**src/rtl/neurondetect_seq_pkg.sv**
```systemverilog
// Shared constants and FSM encoding for the serial seizure detector family.
package neurondetect_seq_pkg;

  localparam int DEF_N_CH   = 16;
  localparam int DEF_WS_W   = 12;
  localparam int DEF_SUM_W  = 16;
  localparam int DEF_THRESH = 422;

  typedef enum logic [1:0] {
    ST_IDLE   = 2'd0,
    ST_ACCUM  = 2'd1,
    ST_DECIDE = 2'd2
  } state_t;

endpackage

```
**src/rtl/neuro_persist.sv**
```systemverilog
// ON/OFF persistence filter: seizure asserts after ON_CNT consecutive above-threshold
// evaluations and clears after OFF_CNT consecutive below-threshold evaluations.
module neuro_persist #(
  parameter int ON_CNT  = 1,
  parameter int OFF_CNT = 1
) (
  input  logic clk,
  input  logic rst,
  input  logic en,
  input  logic eval,
  input  logic above,
  output logic seizure
);

  localparam int ON_W  = $clog2(ON_CNT + 1);
  localparam int OFF_W = $clog2(OFF_CNT + 1);

  logic [ON_W-1:0]  on_c;
  logic [OFF_W-1:0] off_c;
  logic [ON_W-1:0]  on_inc;
  logic [OFF_W-1:0] off_inc;

  // Counters saturate at their target so long runs never wrap back below it.
  assign on_inc  = (on_c == ON_W'(ON_CNT))    ? on_c  : on_c + 1'b1;
  assign off_inc = (off_c == OFF_W'(OFF_CNT)) ? off_c : off_c + 1'b1;

  always_ff @(posedge clk or posedge rst) begin
    if (rst) begin
      on_c    <= '0;
      off_c   <= '0;
      seizure <= 1'b0;
    end else if (!en && eval) begin
      if (above) begin
        on_c  <= on_inc;
        off_c <= '0;
        if (on_inc == ON_W'(ON_CNT)) seizure <= 1'b1;
      end else begin
        off_c <= off_inc;
        on_c  <= '0;
        if (off_inc == OFF_W'(OFF_CNT)) seizure <= 1'b0;
      end
    end
  end

endmodule

```
**src/rtl/neurondetect_seq.sv**
```systemverilog
// Serial seizure detector: accumulates N_CH channel sums with one adder, compares the
// total against a captured threshold and feeds the result through a persistence filter.
module neurondetect_seq
  import neurondetect_seq_pkg::*;
#(
  parameter int N_CH    = DEF_N_CH,
  parameter int WS_W    = DEF_WS_W,
  parameter int SUM_W   = DEF_SUM_W,
  parameter int ON_CNT  = 1,
  parameter int OFF_CNT = 1
) (
  input  logic                   clk,
  input  logic                   rst,
  input  logic                   en,
  input  logic                   ws_valid,
  input  logic [N_CH*WS_W-1:0]   ws_data,
  output logic                   ws_ready,
  input  logic [SUM_W-1:0]       thresh,
  output logic [SUM_W-1:0]       sum_out,
  output logic                   sum_valid,
  output logic                   seizure,
  output logic                   busy
);

  localparam int IDX_W = $clog2(N_CH);

  if (SUM_W < WS_W + $clog2(N_CH)) begin : g_bad_sum_w
    $error("SUM_W too narrow for N_CH sums of WS_W bits");
  end
  if (N_CH < 2 || ON_CNT < 1 || OFF_CNT < 1) begin : g_bad_params
    $error("N_CH must be >= 2 and ON_CNT/OFF_CNT must be >= 1");
  end

  state_t                    state;
  logic [N_CH*WS_W-1:0]      ws_q;
  logic signed [SUM_W-1:0]   thr_q;
  logic signed [SUM_W-1:0]   acc;
  logic [IDX_W-1:0]          idx;
  logic signed [WS_W-1:0]    ch;
  logic                      above;

  assign ch       = ws_q[int'(idx)*WS_W +: WS_W];
  assign above    = (acc >= thr_q);
  assign busy     = (state != ST_IDLE);
  // Held low during reset so every output reads 0 while rst is asserted.
  assign ws_ready = (state == ST_IDLE) && !en && !rst;

  always_ff @(posedge clk or posedge rst) begin
    if (rst) begin
      state     <= ST_IDLE;
      ws_q      <= '0;
      thr_q     <= '0;
      acc       <= '0;
      idx       <= '0;
      sum_out   <= '0;
      sum_valid <= 1'b0;
    end else if (en) begin
      sum_valid <= 1'b0;
    end else begin
      sum_valid <= 1'b0;
      case (state)
        ST_IDLE: begin
          if (ws_valid) begin
            ws_q  <= ws_data;
            thr_q <= thresh;
            acc   <= '0;
            idx   <= '0;
            state <= ST_ACCUM;
          end
        end
        ST_ACCUM: begin
          acc <= acc + SUM_W'(ch);
          if (idx == IDX_W'(N_CH - 1)) state <= ST_DECIDE;
          else                         idx   <= idx + 1'b1;
        end
        ST_DECIDE: begin
          sum_out   <= acc;
          sum_valid <= 1'b1;
          state     <= ST_IDLE;
        end
        default: state <= ST_IDLE;
      endcase
    end
  end

  neuro_persist #(
    .ON_CNT  (ON_CNT),
    .OFF_CNT (OFF_CNT)
  ) u_persist (
    .clk     (clk),
    .rst     (rst),
    .en      (en),
    .eval    (state == ST_DECIDE),
    .above   (above),
    .seizure (seizure)
  );

endmodule
```
**config.mk**
```make
export PLATFORM = sky130hd
export DESIGN_NAME = neurondetect_seq
export DESIGN_NICKNAME = d
export VERILOG_FILES = /design/src/rtl/neurondetect_seq_pkg.sv /design/src/rtl/neuro_persist.sv /design/src/rtl/neurondetect_seq.sv
export SDC_FILE = /design/constraint.sdc
export NUM_CORES = 1
export LEC_CHECK = 0
export ABC_CLOCK_PERIOD_IN_PS = 11300
export CORE_ASPECT_RATIO = 1.75
export CORE_MARGIN = 4
export CORE_UTILIZATION = 45
export CTS_BUF_LIST = sky130_fd_sc_hd__clkbuf_8
export DETAILED_ROUTE_END_ITERATION = 8
export PLACE_DENSITY_LB_ADDON = 0.3
export SETUP_SLACK_MARGIN = 0.15
export SKIP_LAST_GASP = 1
export SYNTH_ARGS = -nofsm -noshare
export SYNTH_HDL_FRONTEND = slang
export SYNTH_SLANG_ARGS = --single-unit
```
**constraint.sdc**
```tcl
create_clock -name clk -period 11.3 [get_ports clk]
set_input_delay 2.825 -clock clk [delete_from_list [all_inputs] [get_ports clk]]
set_output_delay 2.825 -clock clk [all_outputs]
set_load 0.1 [all_outputs]
```
### Word-level counts from Yosys, hierarchy flattened

Cells that the tools add are included.

| operators by class | value |
|---|---|
| $add $sub $neg | 4 |
| bitwise logic cells | 1 |
| shift operators | 1 |
| multiplexer cells | 17 |
| reduce and logical (&&, ||, !) cells | 15 |
| $mul | 1 |
| magnitude comparators | 1 |
| eq/ne operators | 7 |

Operators by type and width:

| cell | count |
|---|---|
| variable part select 192 x 9 -> 12 bit | 1 |
| one-hot mux 16 bit (2 select lines) | 1 |
| adder 16 x 12 -> 16 bit | 1 |
| greater-or-equal comparator 16 bit | 1 |
| 2-to-1 mux 16 bit | 1 |
| AND reduction 3 bit | 4 |
| 2-to-1 mux 1 bit | 9 |
| 2-to-1 mux 4 bit | 2 |
| one-hot mux 4 bit (2 select lines) | 1 |
| multiplier 4 x 2 -> 6 bit, second input constant | 1 |
| inequality test 2 bit, second input constant | 3 |
| nonzero test 2 bit | 3 |
| adder 4 x 1 -> 4 bit, second input constant | 1 |
| equality test 4 bit, second input constant | 1 |
| 2-to-1 mux 2 bit | 2 |
| one-hot mux 2 bit (2 select lines) | 1 |
| AND reduction 4 bit | 1 |
| logical AND 1 bit | 3 |
| adder 1 bit, second input constant | 2 |
| equality test 2 x 1 -> 1 bit, second input constant | 1 |
| equality test 2 bit, second input constant | 1 |
| logical NOT 1 bit | 2 |
| logical NOT 2 bit | 1 |
| inequality test 2 x 1 -> 1 bit, second input constant | 1 |
| other kinds (2) | 2 |

| word-level totals | value |
|---|---|
| input bits | 212 |
| register bits | 250 |

### Longest topological paths before layout

| logic depth | value |
|---|---|
| depth after elaboration | 4 |
| mapped depth | 14 |
| mapped depth without buffers | 11 |

### By module

A second synthesis with hierarchy kept.

| second synthesis, totals | value |
|---|---|
| cells, all modules | 806 |
| area total of the unflattened synthesis | 11727.5 µm² |

Modules (own cells, without submodules):

| module | seq. area each (µm²) | cells an instance | area each (µm²) | instances |
|---|---|---|---|---|
| neurondetect_seq | 6180.9 | 802 | 11669.9 | 1 |
| neuro_persist | 25.0 | 4 | 57.6 | 1 |

### Worst setup path before layout

OpenSTA, ideal clock, no wires.

| path | value |
|---|---|
| path kind | input to output |
| from | input port en |
| to | output port ws_ready |
| path buffers | 1 |
| path slack | 3.389 ns |
| stages on the path | 2 |
| data required time | 8.475 ns |
| data arrival time | 5.086 ns |
| cells stage by stage | clkbuf_1 nor3_1 |

| on the way | value |
|---|---|
| cells in the longest elaborated chain, start to end | 3 |

RTL lines:

| item | line | RTL |
|---|---|---|
| start: declaration | neurondetect_seq.sv:14 | `input logic en,` |
| logical NOT 1 bit | neurondetect_seq.sv:46 | `assign ws_ready = (state == ST_IDLE) && !en && !rst;` |
| logical AND 1 bit (2 in a row) | neurondetect_seq.sv:46 |  |
| end: declaration | neurondetect_seq.sv:17 | `output logic ws_ready,` |

No other way between the ends.

### Worst setup path after layout

Same ends and word-level chain as after synthesis.

==> flow_summary.ini <==
[status]
status = completed

[clocking]
cts_tree = done
root_buffer = clkbuf_8
clock_latency_ns = 0.55
ctsHoldBuffers = 0
cts_setup_buffers = 0
cts-resized-gates = 0
htreeDepth = 2
cts_buffers = 40
clk_pin_slew_ns = 0.05
clock-sinks = 248
cts_buffer_depth = 3

[sta]
setup_viol = 0
rsz0062_at_grt = false
final_hold_viol_count = 0
min_period_ns = 7.707
timing.fmax_ghz = 0.1297
fin_setup_tns_ns = 0
slew_headroom_pct = 17.25
clock_skew_ns = 0.01345
timing.final.crit_share_pct = 68.21
drv_slew = 0
max_slew.worst_pin.slew_ns = 1.241

[setup_path]
end_kind = output pin
startpoint = en
worst_ep_required_time_ns = 8.48
worst-setup-path-type = primary input to output pin
reg2regPathDepth = 12
crit_arrival_ns = 4.88
critical_path.max_fanout = 9
crit_path_start_kind = primary input
r2r-start = idx[0]$_DFFE_PP0P_

[finish]
nFillCells = 2116
area_delta_synth_final_pct = 28.47
stdcell_area_um2 = 14960
drive_gt1_share_pct = 31.63
fin_nets = 1262

[place]
hpwl_mm = 21.70
port_buffers = 231
gp_congestion = 0.9106
dpl-instance-area_um2 = 14240

[global_route]
met3_usage_pct = 3.986
antenna_found_initial = 6
grt_pass1_vias = 8168
grt_max_degree = 201
grt_pass1_wl_mm = 45.14
grt-ovfl-total = 0
gr-usage-met2_pct = 39.42
use_met1_pct = 22.09
global_route.peak_usage_layer = met2
grt_usage_pct = 20.97

[floorplan]
fp-row-count = 77
core_area_um2 = 25430
die_w_um = 129.6
initial_core_util_pct = 45.77
io_pins = 232
dieArea_um2 = 28610
die_h_um = 220.8

[route]
drt_iter0_drc = 290
num_vias = 7459
routed_wirelength_mm = 29.54
via_per_inst = 5.489
ant_nets = 0
drc = 0
first_pass_iters = 4
wl_per_cell_um = 21.74

[synthesis]
netlist_area_um2 = 11640
synthFlopType = dfrtp_1
synthArstFlopShare_pct = 100.0
avgSynthCellArea_um2 = 14.91
synth_edf_count = 0
seq_area_frac_synth_pct = 53.30
synthCells = 781
yosys_register_bits = 248
ys.warnings.count = 0
yosysUniqueCellTypes = 50
synth_nets = 1026

[run]
drv_cap = 0

[power]
peakVddDrop_mv = 0.1200
finalPower_uw = 3106
p_leak_uw = 0.006280
power_density_nw_per_um2 = 207.7

[min_path]
whs_path_depth = 1
hold_class = register to register
worstHoldStart = ws_q[10]$_DFFE_PP0P_
## kinds of logic (layout without fill, tap and decap cells)
group / count (synthesis) / after routing / synth area share (%)
XOR/XNOR: 12 / 12 / 0.9027
AND/OR/NAND/NOR: 64 / 64 / 2.880
buffers and inverters: 66 / 322 / 2.429
adder cells (fa/ha/maj): 33 / 33 / 3.611
flip-flops: 248 / 248 / 53.30
multiplexers: 269 / 269 / 31.71
other: 0 / 6 / 0
AO/OA/AOI/OAI: 89 / 89 / 5.159
## registers in the layout, summed over array words and instances, names as in the netlist
name,cells
sum_valid,1
acc,16
u_persist.on_c,1
ws_q,192
sum_out,16
state,2
idx,4
thr_q,16
## critical path: stages
cell and delay [ns]:
clkdlybuf4s50_1 0.63, nor3_1 0.26, clkdlybuf4s50_1 1.16
## stage by stage
step                      worst slack, ns  hold slack, ns  cells  util [%]
after detailed placement            3.588          0.4765   1291     55.99
final                               3.593          0.4886   1359     58.81
after global placement              3.588          0.4664   1291     55.99
after CTS                           3.583          0.4890   1353     58.75
after global routing                3.526          0.4989   1359     58.81
after floorplan                     1.660          0.4532    781         -
## placed cells by master, fill, tap and decap left out, types with 2 or more instances in the layout
master           instances
o21ai_1                  3
mux4_2                  59
a21boi_1                 3
nor2b_1                  3
a21o_1                  16
a22o_1                  12
dfrtp_1                246
a21oi_1                 15
nor3b_2                  2
diode_2                  6
nand4_1                  4
nand2_1                 26
clkbuf_8                46
clkdlybuf4s50_1        231
xor2_1                   5
clkinvlp_4               2
nor2_1                   8
and4_1                   2
nand4b_1                 2
inv_1                   34
nor3_1                   4
o31ai_1                  2
nand2b_1                 2
mux2_1                   5
xnor2_1                  7
or3_1                    3
a31oi_1                  3
o21ai_0                 23
mux2_2                 204
ha_1                    32
o21a_1                   2
nand3_1                  2
buf_4                    7
## synth_stat cells (3+ instances only)
master	n	area share, %
clkbuf_1	13	0.42
xor2_1	5	0.38
xnor2_1	7	0.53
a22o_1	12	0.90
mux2_1	5	0.48
mux2_2	204	20
nand2_1	26	0.84
nand4_1	4	0.21
buf_2	22	0.95
a31oi_1	3	0.16
nor2b_1	3	0.16
o21ai_1	3	0.13
dfrtp_1	248	53
buf_1	9	0.29
a21boi_1	3	0.19
a21oi_1	15	0.64
nor3_1	4	0.17
ha_1	32	3.4
or3_1	3	0.16
mux4_2	59	11
inv_1	21	0.68
nor2_1	8	0.26
a21o_1	16	1.0
o21ai_0	23	0.99
## power breakdown
part	internal [uW]	switching (uW)	total (uW)
Combinational	625	505	1130
Sequential	1110	162	1270
Clock	365	341	706
## layout make-up
| type | instances | area, um2 | area share (%) |
|---|---|---|---|
| repair buffers | 239 | 2385 | 15.94 |
| inverters | 21 | 86.33 | 0.5772 |
| diodes | 6 | 15.01 | 0.1004 |
| well taps | 316 | 395.4 | 2.643 |
| multi-input cells | 467 | 5164 | 34.52 |
| flip-flops and latches | 248 | 6211 | 41.53 |
| clock inverters | 16 | 67.56 | 0.4517 |
| clock buffers | 46 | 633.1 | 4.233 |
## layer usage
| layer | routed length [um] | up-vias |
|---|---|---|
| met4 | 1158 | 0 |
| li1 | - | 3383 |
| met3 | 1481 | 63 |
| met2 | 16740 | 209 |
| met1 | 10170 | 3804 |
| met5 | 0 | - |
## worst paths after layout
| path | end | slack, ns |
|---|---|---|
| hold / removal | ws_q[10]$_DFFE_PP0P_ | 0.49 |
| min in group asynchronous | acc[13]$_DFFE_PP0P_ | 2.82 |
| max in group asynchronous | ws_q[120]$_DFFE_PP0P_ | 6.16 |
| setup / recovery | ws_ready | 3.59 |
| setup reg to reg | acc[12]$_DFFE_PP0P_ | 6.44 |
| hold reg to reg | ws_q[10]$_DFFE_PP0P_ | 0.49 |
No activity file was read; power rests on OpenSTA's default activity.
